===== src/rtl/boot_loader_pkg.sv =====
// Shared types and constants for the serial boot loader.
// The optional inter-byte timeout is enabled with the BOOT_TIMEOUT_EN macro.
package boot_loader_pkg;

  localparam logic [7:0] BOOT_SYNC_BYTE = 8'hA5;
  localparam int         BOOT_ADDR_W    = 16;

  typedef enum logic [2:0] {
    ST_IDLE,
    ST_ADDR_H,
    ST_ADDR_L,
    ST_LEN_H,
    ST_LEN_L,
    ST_DATA,
    ST_CHK,
    ST_RUN
  } boot_state_e;

  typedef enum logic [1:0] {
    RX_IDLE,
    RX_START,
    RX_DATA,
    RX_STOP
  } rx_state_e;

  // A frame is in progress from the first header byte through the checksum.
  function automatic logic is_busy(boot_state_e s);
    return (s == ST_ADDR_H) || (s == ST_ADDR_L) || (s == ST_LEN_H) ||
           (s == ST_LEN_L)  || (s == ST_DATA)   || (s == ST_CHK);
  endfunction

endpackage


===== src/rtl/boot_loader_if.sv =====
// Program-memory write port driven by the boot loader.
interface boot_loader_if;
  import boot_loader_pkg::*;

  logic                   MEM_WE;
  logic [BOOT_ADDR_W-1:0] MEM_ADDR;
  logic [7:0]             MEM_WDATA;

  modport master (output MEM_WE, output MEM_ADDR, output MEM_WDATA);
  modport slave  (input  MEM_WE, input  MEM_ADDR, input  MEM_WDATA);
endinterface


===== src/rtl/boot_uart_rx.sv =====
// 8N1 UART receiver: 2-flop synchronizer, falling-edge start detect, mid-bit sampling.
module boot_uart_rx
  import boot_loader_pkg::*;
#(
  parameter int CLKS_PER_BIT = 16
) (
  input  logic       clk,
  input  logic       rst_n,
  input  logic       rx_in,
  output logic       byte_valid,
  output logic [7:0] byte_data,
  output logic       frame_err
);

  localparam int CNT_W = $clog2(CLKS_PER_BIT);
  localparam logic [CNT_W-1:0] HALF_M1 = CNT_W'(CLKS_PER_BIT / 2 - 1);
  localparam logic [CNT_W-1:0] FULL_M1 = CNT_W'(CLKS_PER_BIT - 1);

  logic       sync1_q, sync1_d;
  logic       sync2_q, sync2_d;
  logic       prev_q, prev_d;
  rx_state_e  state_q, state_d;
  logic [CNT_W-1:0] cnt_q, cnt_d;
  logic [2:0] bit_q, bit_d;
  logic [7:0] shift_q, shift_d;
  logic       valid_q, valid_d;
  logic       ferr_q, ferr_d;

  always_comb begin
    sync1_d = rx_in;
    sync2_d = sync1_q;
    prev_d  = sync2_q;
    state_d = state_q;
    cnt_d   = cnt_q + CNT_W'(1);
    bit_d   = bit_q;
    shift_d = shift_q;
    valid_d = 1'b0;
    ferr_d  = 1'b0;
    case (state_q)
      RX_IDLE: begin
        cnt_d = '0;
        // Falling edge only, so a line held low after a bad stop bit is not re-read as a start.
        if (prev_q && !sync2_q) state_d = RX_START;
      end
      RX_START: begin
        if (cnt_q == HALF_M1) begin
          cnt_d   = '0;
          bit_d   = '0;
          state_d = sync2_q ? RX_IDLE : RX_DATA;
        end
      end
      RX_DATA: begin
        if (cnt_q == FULL_M1) begin
          cnt_d   = '0;
          shift_d = {sync2_q, shift_q[7:1]};
          bit_d   = bit_q + 3'd1;
          if (bit_q == 3'd7) state_d = RX_STOP;
        end
      end
      RX_STOP: begin
        if (cnt_q == FULL_M1) begin
          cnt_d   = '0;
          state_d = RX_IDLE;
          valid_d = sync2_q;
          ferr_d  = !sync2_q;
        end
      end
      default: state_d = RX_IDLE;
    endcase
  end

  always_ff @(posedge clk or negedge rst_n) begin
    if (!rst_n) begin
      sync1_q <= 1'b1;
      sync2_q <= 1'b1;
      prev_q  <= 1'b1;
      state_q <= RX_IDLE;
      cnt_q   <= '0;
      bit_q   <= '0;
      shift_q <= '0;
      valid_q <= 1'b0;
      ferr_q  <= 1'b0;
    end else begin
      sync1_q <= sync1_d;
      sync2_q <= sync2_d;
      prev_q  <= prev_d;
      state_q <= state_d;
      cnt_q   <= cnt_d;
      bit_q   <= bit_d;
      shift_q <= shift_d;
      valid_q <= valid_d;
      ferr_q  <= ferr_d;
    end
  end

  assign byte_valid = valid_q;
  assign byte_data  = shift_q;
  assign frame_err  = ferr_q;

endmodule


===== src/rtl/boot_loader.sv =====
// Frame FSM that loads a UART program image into memory and gates the CPU reset.
// Define BOOT_TIMEOUT_EN to abort frames stalled for TIMEOUT_CLKS between bytes.
module boot_loader
  import boot_loader_pkg::*;
#(
  parameter int CLKS_PER_BIT = 16,
  parameter int TIMEOUT_CLKS = 65536
) (
  input  logic          MAINCLK,
  input  logic          MAINRST,
  input  logic          RX_IN,
  output logic          CPU_RST,
  output logic          LOAD_BUSY,
  output logic          LOAD_ERR,
  boot_loader_if.master mem
);

  logic       byte_valid;
  logic [7:0] byte_data;
  logic       frame_err;

  boot_uart_rx #(.CLKS_PER_BIT(CLKS_PER_BIT)) u_rx (
    .clk       (MAINCLK),
    .rst_n     (MAINRST),
    .rx_in     (RX_IN),
    .byte_valid(byte_valid),
    .byte_data (byte_data),
    .frame_err (frame_err)
  );

  boot_state_e            state_q, state_d;
  logic [7:0]             sum_q, sum_d;
  logic [15:0]            len_q, len_d;
  logic [BOOT_ADDR_W-1:0] addr_q, addr_d;
  logic                   err_q, err_d;
  logic                   we_q, we_d;
  logic [BOOT_ADDR_W-1:0] maddr_q, maddr_d;
  logic [7:0]             wdata_q, wdata_d;
  logic                   busy;
  logic                   tmo_hit;

  assign busy = is_busy(state_q);

`ifdef BOOT_TIMEOUT_EN
  localparam int TMO_W = $clog2(TIMEOUT_CLKS + 1);
  logic [TMO_W-1:0] tmo_q, tmo_d;

  // Counts clocks since the last byte_valid, inclusive of that cycle.
  always_comb begin
    tmo_d = '0;
    if (byte_valid)  tmo_d = TMO_W'(1);
    else if (busy)   tmo_d = tmo_q + TMO_W'(1);
  end

  assign tmo_hit = busy && !byte_valid && (tmo_d == TMO_W'(TIMEOUT_CLKS));

  always_ff @(posedge MAINCLK or negedge MAINRST) begin
    if (!MAINRST) tmo_q <= '0;
    else          tmo_q <= tmo_d;
  end
`else
  assign tmo_hit = 1'b0;
`endif

  always_comb begin
    state_d = state_q;
    sum_d   = sum_q;
    len_d   = len_q;
    addr_d  = addr_q;
    err_d   = err_q;
    we_d    = 1'b0;
    maddr_d = maddr_q;
    wdata_d = wdata_q;
    if (byte_valid) begin
      if (state_q inside {ST_ADDR_H, ST_ADDR_L, ST_LEN_H, ST_LEN_L, ST_DATA})
        sum_d = sum_q + byte_data;
      case (state_q)
        ST_IDLE, ST_RUN: begin
          if (byte_data == BOOT_SYNC_BYTE) begin
            state_d = ST_ADDR_H;
            sum_d   = '0;
            err_d   = 1'b0;
            addr_d  = '0;
          end
        end
        ST_ADDR_H: begin
          addr_d  = {byte_data, addr_q[7:0]};
          state_d = ST_ADDR_L;
        end
        ST_ADDR_L: begin
          addr_d  = {addr_q[15:8], byte_data};
          state_d = ST_LEN_H;
        end
        ST_LEN_H: begin
          len_d   = {byte_data, 8'h00};
          state_d = ST_LEN_L;
        end
        ST_LEN_L: begin
          len_d   = {len_q[15:8], byte_data};
          state_d = ({len_q[15:8], byte_data} == 16'h0000) ? ST_CHK : ST_DATA;
        end
        ST_DATA: begin
          we_d    = 1'b1;
          maddr_d = addr_q;
          wdata_d = byte_data;
          addr_d  = addr_q + 16'd1;
          len_d   = len_q - 16'd1;
          if (len_q == 16'd1) state_d = ST_CHK;
        end
        ST_CHK: begin
          if (byte_data == sum_q) begin
            state_d = ST_RUN;
          end else begin
            state_d = ST_IDLE;
            err_d   = 1'b1;
          end
        end
        default: state_d = ST_IDLE;
      endcase
    end else if ((frame_err && busy) || tmo_hit) begin
      state_d = ST_IDLE;
      err_d   = 1'b1;
    end
  end

  always_ff @(posedge MAINCLK or negedge MAINRST) begin
    if (!MAINRST) begin
      state_q <= ST_IDLE;
      sum_q   <= '0;
      len_q   <= '0;
      addr_q  <= '0;
      err_q   <= 1'b0;
      we_q    <= 1'b0;
      maddr_q <= '0;
      wdata_q <= '0;
    end else begin
      state_q <= state_d;
      sum_q   <= sum_d;
      len_q   <= len_d;
      addr_q  <= addr_d;
      err_q   <= err_d;
      we_q    <= we_d;
      maddr_q <= maddr_d;
      wdata_q <= wdata_d;
    end
  end

  assign CPU_RST       = (state_q == ST_RUN);
  assign LOAD_BUSY     = busy;
  assign LOAD_ERR      = err_q;
  assign mem.MEM_WE    = we_q;
  assign mem.MEM_ADDR  = maddr_q;
  assign mem.MEM_WDATA = wdata_q;

endmodule


===== src/flat_wrapper.sv =====
// flat-port wrapper written by rule: the top's interface ports become plain ports
module boot_loader_flat import boot_loader_pkg::*;
#(
  parameter int CLKS_PER_BIT = 16,
  parameter int TIMEOUT_CLKS = 65536
)
  (MAINCLK, MAINRST, RX_IN, CPU_RST, LOAD_BUSY, LOAD_ERR, mem_MEM_WE, mem_MEM_ADDR, mem_MEM_WDATA);
  boot_loader_if mem_i ();
  input  logic MAINCLK;
  input  logic MAINRST;
  input  logic RX_IN;
  output logic CPU_RST;
  output logic LOAD_BUSY;
  output logic LOAD_ERR;
  output wire logic [$bits(mem_i.MEM_WE)-1:0] mem_MEM_WE;
  output wire logic [$bits(mem_i.MEM_ADDR)-1:0] mem_MEM_ADDR;
  output wire logic [$bits(mem_i.MEM_WDATA)-1:0] mem_MEM_WDATA;
  assign mem_MEM_WE = mem_i.MEM_WE;
  assign mem_MEM_ADDR = mem_i.MEM_ADDR;
  assign mem_MEM_WDATA = mem_i.MEM_WDATA;
  boot_loader #(.CLKS_PER_BIT(CLKS_PER_BIT), .TIMEOUT_CLKS(TIMEOUT_CLKS)) u_core (.MAINCLK(MAINCLK), .MAINRST(MAINRST), .RX_IN(RX_IN), .CPU_RST(CPU_RST), .LOAD_BUSY(LOAD_BUSY), .LOAD_ERR(LOAD_ERR), .mem(mem_i));
endmodule

===== config.mk =====
export PLATFORM = sky130hd
export DESIGN_NAME = boot_loader_flat
export DESIGN_NICKNAME = d
export VERILOG_FILES = /design/src/rtl/boot_loader_pkg.sv /design/src/rtl/boot_loader_if.sv /design/src/rtl/boot_uart_rx.sv /design/src/rtl/boot_loader.sv /design/src/flat_wrapper.sv
export SDC_FILE = /design/constraint.sdc
export NUM_CORES = 1
export LEC_CHECK = 0
export ABC_AREA = 1
export CAP_MARGIN = 20
export CORE_UTILIZATION = 40
export CTS_CLUSTER_DIAMETER = 40
export DETAILED_ROUTE_END_ITERATION = 10
export PLACE_DENSITY = 0.64
export SLEW_MARGIN = 20
export SYNTH_ARGS = -nofsm -noshare
export SYNTH_HDL_FRONTEND = slang
export SYNTH_SLANG_ARGS = --single-unit
export TNS_END_PERCENT = 100

===== constraint.sdc =====
create_clock -name MAINCLK -period 2.1 [get_ports MAINCLK]
set_clock_uncertainty 0.2 [all_clocks]
set_input_delay 0.42 -clock MAINCLK [delete_from_list [all_inputs] [get_ports MAINCLK]]
set_output_delay 0.42 -clock MAINCLK [all_outputs]
set_load 0.1 [all_outputs]

==> metrics.cfg, run 1 <==
[floorplan]
coreArea_um2=13200
rows=42
dieHeight_um=118
dieArea_um2=13900
start_util=0.408
pin_count=31
die_x_um=118

[placement]
portBuffers=30
hpwlAfterDp_um=10300
post_dp_cell_area_um2=6210
dp_cells=943
place.gp.congestion=0.896
dp_slack_ns=0.0742

[drt]
firstDrtPassIters=5
drcViolationCount=0
first_iter_violations=313
wl_um=13700
via_count=4925
via_per_inst=5.11
postRouteAntennaNets=0
post_drt_wl_per_cell_um=14.2

[grt]
grt_max_degree=41
grtUsageMet1=0.277
antenna_found_initial=0
met2_usage=0.343
grt_use_met3=0.0388
track_usage=0.210
grt_pass1_wl_um=23200
busiest_layer=met2
grt-ovfl-total=0
grt_pass1_vias=4713

[timing]
min_period_ns=2.00
fin_setup_tns_ns=0
fin_crit_sh=0.950
max-slew-margin-rel=0.708
tightest_slew_ns=0.438
slew_violations=0
setup_viol_count_final=0
rsz0062_at_grt=false
finalHoldViolCount=0
layout_setup_ws_ns=0.105
fmax_ghz=0.501

[cells_and_area]
fin_cells=964
n_antenna_cell=0
drive_above_1_share=0.164
ff_latch_area_um2=2280
fillCellCount=1235
nNetsFinal=800
areaGrowthSynthToFinish_pct=22.9
multi_input_area_um2=2680
fin_area_um2=6620

[yosys]
synth.distinct_cells=36
yosysTopAreaCellShare=0.409
synthArstFlopShare=1.00
ys_seq_area_frac=0.424
synth_area_per_cell_um2=7.33
synth_fp_nets=751
synthCells=734
synth_area_um2=5380
synth_edf_count=0
synthTopCellsByArea=dfrtp_1 (41%), nand2_1 (18%), inv_1 (5.6%)
ys_warn_count=0
synthFlopType=dfrtp_1
ys_seq_elements=91
synth_top_area_cell=dfrtp_1

[hold_path]
holdPathStages=0
whs_endpoint=u_core.u_rx.prev_d
hp-start=u_core.u_rx.sync1_q
hold_class=reg2reg

[clock_tree]
cts_root_buf=clkbuf_16
clk_pin_slew_ns=0.06
cts.sinks=91
cts_tree=yes
numCtsBuffers=9
ctsHtreeMaxLevel=3
cts_max_path_buffers=2
clk_latency_ns=0.35

[setup_path]
critPathMaxFanout=5
reg2reg_depth=8
critPathKind=reg2out
r2r-start=u_core.state_q[2]
cp.arrival_ns=1.38
crit_path_end_kind=output pin
reg2reg_slack_ns=0.17
crit_path_start_kind=register
cp.required_ns=1.48
rr_endpoint=u_core.addr_q[14]

[power_and_ir_drop]
p_leak_nw=3.27
max-vdd-ir-drop_mv=0.444
p_per_area_nw_per_um2=595

[run_status]
status=finished, final reports clean

[job]
cap_viol_max_count=0

[through the flow]
step / util / power [mW] / hold slack [ns]
floorplan: - / 2.06 / -0.0756
global placement: 0.471 / 2.16 / 0.150
detailed placement: 0.471 / 2.18 / 0.151
CTS: 0.499 / 3.98 / 0.160
global route: 0.502 / 4.12 / 0.165
finish: 0.502 / 3.94 / 0.157
[flip-flops by register name (all words and copies together), names as in the netlist, named ones only]
name and flops:
u_core.u_rx.cnt_q 4, u_core.u_rx.prev_q 1, u_core.len_q 16, u_core.u_rx.bit_q 3, u_core.u_rx.byte_valid 1, u_core.addr_q 16, u_core.LOAD_ERR 1, u_core.mem.MEM_ADDR 16
u_core.mem.MEM_WDATA 8, u_core.u_rx.sync1_q 1, u_core.sum_q 8, u_core.u_rx.byte_data 8, u_core.state_q 3, u_core.u_rx.frame_err 1, u_core.u_rx.prev_d 1, u_core.u_rx.state_q 1
u_core.mem.MEM_WE 1
[repair_timing]
action                                  CTS  global route
endpoints found under the setup margin    1            13
hold endpoints to repair                 26             0
resized for setup                         7             6
pin swaps                                 1             1
hold buffers                              1             0
buffers inserted                          1             3
[per-layer routing]
layer | routed length, um | up-vias
met5 | 0 | -
met4 | 303 | 0
met3 | 617 | 22
met2 | 6440 | 138
met1 | 6330 | 2313
li1 | - | 2452
[cells in the mapped netlist, drive strengths merged, types with 3 or more instances]
master,instances
buf,10
dfrtp,88
nor2,78
nand4,7
nand2,266
inv,88
o22ai,9
o21ai,83
ha,13
dfstp,3
a21oi,15
nor3,6
a21boi,4
nand3,53
[final cells by class]
| type | instances | area share |
|---|---|---|
| Clock buffer | 12 | 0.0388 |
| Timing Repair Buffer | 50 | 0.114 |
| Sequential cell | 91 | 0.345 |
| Tap cell | 176 | 0.0333 |
| Inverter | 90 | 0.0518 |
| Multi-Input combinational cell | 541 | 0.406 |
| Clock inverter | 4 | 0.0110 |
[worst max-delay path: stages (launching register included)]
cell and delay [ns]:
dfrtp_2 0.45, nand2_4 0.09, clkinv_2 0.07, nand2_4 0.09, nand2_2 0.07, inv_2 0.08, buf_12 0.17
[power by group]
| group | total, mW | internal, mW | leakage [nW] | switching, mW |
|---|---|---|---|---|
| registers | 1.85 | 1.81 | 1.25 | 0.0471 |
| clock network | 1.79 | 1.11 | 0.159 | 0.681 |
| logic | 0.297 | 0.108 | 1.86 | 0.188 |
| total | 3.94 | 3.02 | 3.27 | 0.916 |
[cell families (layout without fill, tap and decap cells)]
kind of cell / count (synthesis) / after routing / synth area share
adders and majority gates: 14 / 14 / 0.0339
and+or+nand+nor: 411 / 411 / 0.330
DFF: 91 / 91 / 0.424
AOI/OAI and AO/OA: 112 / 112 / 0.123
xor gates and xnor gates: 4 / 4 / 0.00651
buffers and inverters: 102 / 156 / 0.0828
[cell usage in the layout, fill, tap and decap left out, types with 2 or more instances in the layout]
cell and count:
clkbuf_16 9, nand4_1 6, buf_12 30, nand2_2 5
o22ai_1 9, nand3_1 52, dfrtp_2 3, nand2_1 253
o21ai_0 49, nor3_1 5, dfrtp_1 85, ha_1 13
clkbuf_8 2, xnor2_1 2, a21boi_0 2, o21ai_2 20
a21boi_1 2, nor2_2 7, inv_1 78, nand2_4 8
buf_4 18, dfstp_2 3, clkinv_2 3, a21oi_1 15
nor2_1 65, bufinv_16 2, o21ai_1 14, inv_2 8
xor2_1 2, nor2_4 6
[worst max path at each step]
stage	start	endpoint	slack, ns
global route	u_core.state_q[2]	LOAD_BUSY	0.03
global placement	u_core.u_rx.byte_data[4]	u_core.addr_q[3]	0.09
detailed placement	u_core.u_rx.byte_data[4]	u_core.addr_q[5]	0.07
CTS	u_core.state_q[1]	LOAD_BUSY	0.02
floorplan	u_core.state_q[2]	LOAD_BUSY	0.03
finish	u_core.state_q[2]	LOAD_BUSY	0.10
Note: power is estimated with default switching activity, not from simulation.
==> inputs of run 2 (changes only) <==
CTS_BUF_LIST = sky130_fd_sc_hd__clkbuf_8   (was unset)
SETUP_SLACK_MARGIN = 0.2   (was unset)
SKIP_CTS_REPAIR_TIMING = 1   (was unset)
==> run 2 against run 1 <==
Against the previous run: total power down 14%; final area up 3.0%; cell count up 2.2%; critical path type unchanged; largest cell class unchanged; highest routed layer unchanged.
==> metrics.cfg, run 2 (same netlist as run 1, synthesis figures left out) <==
[run_status]
status=finished, final reports clean

[setup_path]
cp.required_ns=1.48
critPathMaxFanout=6
cp.arrival_ns=1.48
reg2reg_depth=9
reg2reg_slack_ns=0.22
crit_path_end_kind=output pin
crit_path_start_kind=register
r2r-start=u_core.state_q[2]
rr_endpoint=u_core.mem.MEM_ADDR[0]
critPathKind=reg2out

[power_and_ir_drop]
pwr-share-comb=0.091
power.share.sequential=0.546
p_per_area_nw_per_um2=500
swShare=0.267
power_mw=3.40
max-vdd-ir-drop_mv=0.527
clkPwrFrac=0.363
p_leak_nw=3.31
p_int_mw=2.50
switchingPower_mw=0.908

[timing]
setup_viol_count_final=0
layout_setup_ws_ns=0.0000663
slew_violations=0
fin_crit_sh=1.00
min_period_ns=2.10
tightest_slew_ns=0.463
max-slew-margin-rel=0.688
fin_hold_ws_ns=0.161
rsz0062_at_grt=true
finalHoldViolCount=0
fmax_ghz=0.476

[floorplan]
pin_count=31
coreArea_um2=13200
die_x_um=118
dieArea_um2=13900
start_util=0.408
rows=42
dieHeight_um=118

[hold_path]
whs_endpoint=u_core.u_rx.prev_d
hp-start=u_core.u_rx.sync1_q
holdPathStages=0
hold_class=reg2reg

[grt]
grt_max_degree=38
grt_pass1_wl_um=23200
grt-ovfl-total=0
track_usage=0.210
grt_pass1_vias=4678
antenna_found_initial=0

[cells_and_area]
fillCellCount=1252
fin_cells=985
n_antenna_cell=0
layout_commonest_cell=nand2_1
layout_common_cells=nand2_1 (250), dfrtp_1 (81), inv_1 (77)
drive_above_1_share=0.211
areaGrowthSynthToFinish_pct=26.6
nNetsFinal=821
final_util=0.517

[drt]
via_count=5008
first_iter_violations=364
firstDrtPassIters=5
via_per_inst=5.08
drcViolationCount=0
postRouteAntennaNets=0
wl_um=14300
post_drt_wl_per_cell_um=14.5

[clock_tree]
cts_root_buf=clkbuf_8
cts_tree=yes
clk_latency_ns=0.37
cts.sinks=91
cts_max_path_buffers=2
ctsHtreeMaxLevel=3
clk_pin_slew_ns=0.09
numCtsBuffers=9

[placement]
dp_slack_ns=0.0867
portBuffers=30
place.gp.congestion=0.894
hpwlAfterDp_um=10500
dp_cells=949

[job]
cap_viol_max_count=0

run 2: stage by stage:
stage,area (um^2),setup TNS (ns)
floorplan,5400,0
global placement,6290,0
detailed placement,6290,0
CTS,6490,-0.252
global route,6810,-0.0583
finish,6810,0
run 2: critical path, cell delays in order (launching register included):
cell and delay, ns:
dfrtp_2 0.47, nor2_4 0.18, nand2_4 0.09, nand2_4 0.08, clkinvlp_4 0.11, buf_12 0.18
run 2: worst max path at each step:
| stage | start | endpoint | slack, ns | depth (start not counted) |
|---|---|---|---|---|
| after floorplan | u_core.state_q[2] | u_core.LOAD_ERR | 0.22 | 7 |
| after global placement | u_core.u_rx.byte_data[4] | u_core.addr_q[6] | 0.11 | 9 |
| after detailed placement | u_core.u_rx.byte_data[4] | u_core.addr_q[4] | 0.09 | 9 |
| after CTS | u_core.state_q[2] | LOAD_BUSY | -0.17 | 6 |
| after global routing | u_core.state_q[0] | LOAD_BUSY | -0.06 | 5 |
| final | u_core.state_q[0] | LOAD_BUSY | 0.00007 | 5 |
run 2: area by class of cell:
type | count | area, um^2 | area share
flip-flops and latches | 91 | 2290 | 0.336
multi-input cells | 541 | 2790 | 0.409
well taps | 176 | 220 | 0.0323
clock inverters | 6 | 63.8 | 0.00936
repair buffers | 71 | 956 | 0.140
inverters | 90 | 360 | 0.0529
clock buffers | 10 | 138 | 0.0202
run 2: per-layer routing:
metal  part of all wire  wire (um)  GRT usage
met2               0.46       6570      0.325
met3              0.046        652     0.0329
met4              0.031        435      0.104
met1               0.46       6590      0.286
met5                  0          0          0
run 2: power groups by stage:
| stage | Combinational (mW) | Clock, mW | Sequential (mW) |
|---|---|---|---|
| floorplan | 0.185 | 0 | 1.88 |
| global placement | 0.260 | 0 | 1.88 |
| detailed placement | 0.275 | 0 | 1.89 |
| CTS | 0.274 | 1.29 | 1.86 |
| global route | 0.378 | 1.35 | 1.87 |
| finish | 0.310 | 1.24 | 1.86 |
==> inputs of run 3 (changes only) <==
clock period = 2.2 ns   (was 2.1 ns; I/O delays follow)
==> run 3 against run 2 <==
Against the previous run: final area is 7.9% lower; critical path depth increased by 1; sequential power down 5%; first-iteration DRC count fell by 10%; critical endpoint unchanged; sequential share of layout area is 2.8 points higher; hold slack improved by 0.00068 ns; total power fell by 1.5%; largest cell class unchanged.
==> metrics.cfg, run 3 (same netlist as run 1, synthesis figures left out) <==
[run_status]
status=finished, final reports clean

[power_and_ir_drop]
clkPwrFrac=0.387
power.share.sequential=0.527
p_int_mw=2.53
swShare=0.247
pwr-share-comb=0.086
p_leak_nw=3.20
power_mw=3.35
p_per_area_nw_per_um2=534
switchingPower_mw=0.827
max-vdd-ir-drop_mv=0.420

[clock_tree]
clk_latency_ns=0.39
cts.sinks=91
clk_pin_slew_ns=0.08
cts_root_buf=clkbuf_8
ctsHtreeMaxLevel=3
cts_tree=yes
cts_max_path_buffers=2
numCtsBuffers=9

[drt]
first_iter_violations=327
postRouteAntennaNets=0
post_drt_wl_per_cell_um=13.9
via_per_inst=5.00
drcViolationCount=0
firstDrtPassIters=5
wl_um=13500
via_count=4859

[setup_path]
timing.critical_path.cells=nand2_4 > inv_4 > nand2_4 > nand2_4 > clkinvlp_4 > buf_12
rr_endpoint=u_core.mem.MEM_ADDR[9]
path_delay_family=flip-flops
cpPeakStageDelay_ns=0.49
critPathMaxFanout=6
cp.depth=6
reg2reg_depth=9
cp.required_ns=1.56
reg2reg_slack_ns=0.27
startpoint=u_core.state_q[2]
critPathCapture=LOAD_BUSY
r2r-start=u_core.state_q[1]
critical_path_buf_inv_count=3
cp.arrival_ns=1.47
critPathKind=reg2out
crit_path_end_kind=output pin
cp_slowest_cell=dfrtp_2
crit_path_start_kind=register
cp_common_cell=nand2_4

[timing]
fin_hold_ws_ns=0.162
fmax_ghz=0.474
max-slew-margin-rel=0.670
setup_viol_count_final=0
fin_crit_sh=0.960
tightest_slew_ns=0.495
finalHoldViolCount=0
fin_setup_tns_ns=0
min_period_ns=2.11
slew_violations=0
rsz0062_at_grt=true

[cells_and_area]
fin_area_um2=6280
fillCellCount=1335
areaGrowthSynthToFinish_pct=16.6
layout_common_cells=nand2_1 (253), dfrtp_1 (85), inv_1 (80)
layout_commonest_cell=nand2_1
final_util=0.476
drive_above_1_share=0.173
n_antenna_cell=0
nNetsFinal=808

[hold_path]
holdPathStages=0
hp-start=u_core.u_rx.sync1_q
hold_class=reg2reg

[grt]
grt_pass1_wl_um=22600
grt_pass1_vias=4600
antenna_found_initial=0
grt-ovfl-total=0
grt_max_degree=40
track_usage=0.206

[placement]
place.gp.congestion=0.932
post_dp_cell_area_um2=5940
hpwlAfterDp_um=10300
portBuffers=30

[floorplan]
die_x_um=118
dieArea_um2=13900
rows=42
coreArea_um2=13200
start_util=0.408
pin_count=31
dieHeight_um=118

[job]
cap_viol_max_count=0

-- run 3: changes by cell type in the layout (fill, tap and decap cells not counted), sizes merged --
cell	previous run	this run
buf	68	56
bufinv	1	2
clkinvlp	4	2
-- run 3: how the worst min path moves through the flow --
stage / slack, ns / endpoint
6_report: 0.16 / u_core.u_rx.prev_d
5_1_grt: 0.17 / u_core.u_rx.prev_d
4_1_cts: -0.19 / u_core.mem.MEM_WDATA[3]
3_5_place_dp: 0.15 / u_core.u_rx.prev_d
3_3_place_gp: 0.15 / u_core.u_rx.prev_d
2_1_floorplan: -0.06 / asynchronous set/reset pin
-- run 3: worst reg2reg max path, delay by kind of cell (launching register included) --
kind                   cells  cell delay (ns)
AO/OA/AOI/OAI              1             0.05
AND/OR/NAND/NOR            4             0.52
buffers and inverters      4             0.60
flip-flops                 1             0.46
-- run 3: per-stage QoR --
step | setup slack [ns] | std cells
detailed placement | 0.278 | 949
global placement | 0.288 | 949
CTS | -0.145 | 965
floorplan | 0.215 | 734
finish | 0.0886 | 972
global route | 0.00913 | 972
-- run 3: routing by layer --
| layer | GRT usage | wire length [um] |
|---|---|---|
| met3 | 0.0402 | 569 |
| met4 | 0.0905 | 397 |
| met1 | 0.273 | 6280 |
| met2 | 0.326 | 6250 |
| met5 | 0 | 0 |
-- run 3: power groups by stage --
| stage | sequential, mW | clock, mW | combinational [mW] |
|---|---|---|---|
| 3_3_place_gp | 1.80 | 0 | 0.266 |
| 5_1_grt | 1.77 | 1.41 | 0.343 |
| 2_1_floorplan | 1.79 | 0 | 0.177 |
| 4_1_cts | 1.77 | 1.33 | 0.286 |
| 6_report | 1.77 | 1.30 | 0.289 |
| 3_5_place_dp | 1.80 | 0 | 0.287 |
-- run 3: final cells by class --
cell class                      instances  area [um^2]  area share
Sequential cell                        91         2280       0.364
Timing Repair Buffer                   58          490      0.0781
Clock inverter                          5         76.3      0.0122
Multi-Input combinational cell        541         2710       0.431
Tap cell                              176          220      0.0351
Inverter                               90          348      0.0554
Clock buffer                           11          151      0.0241
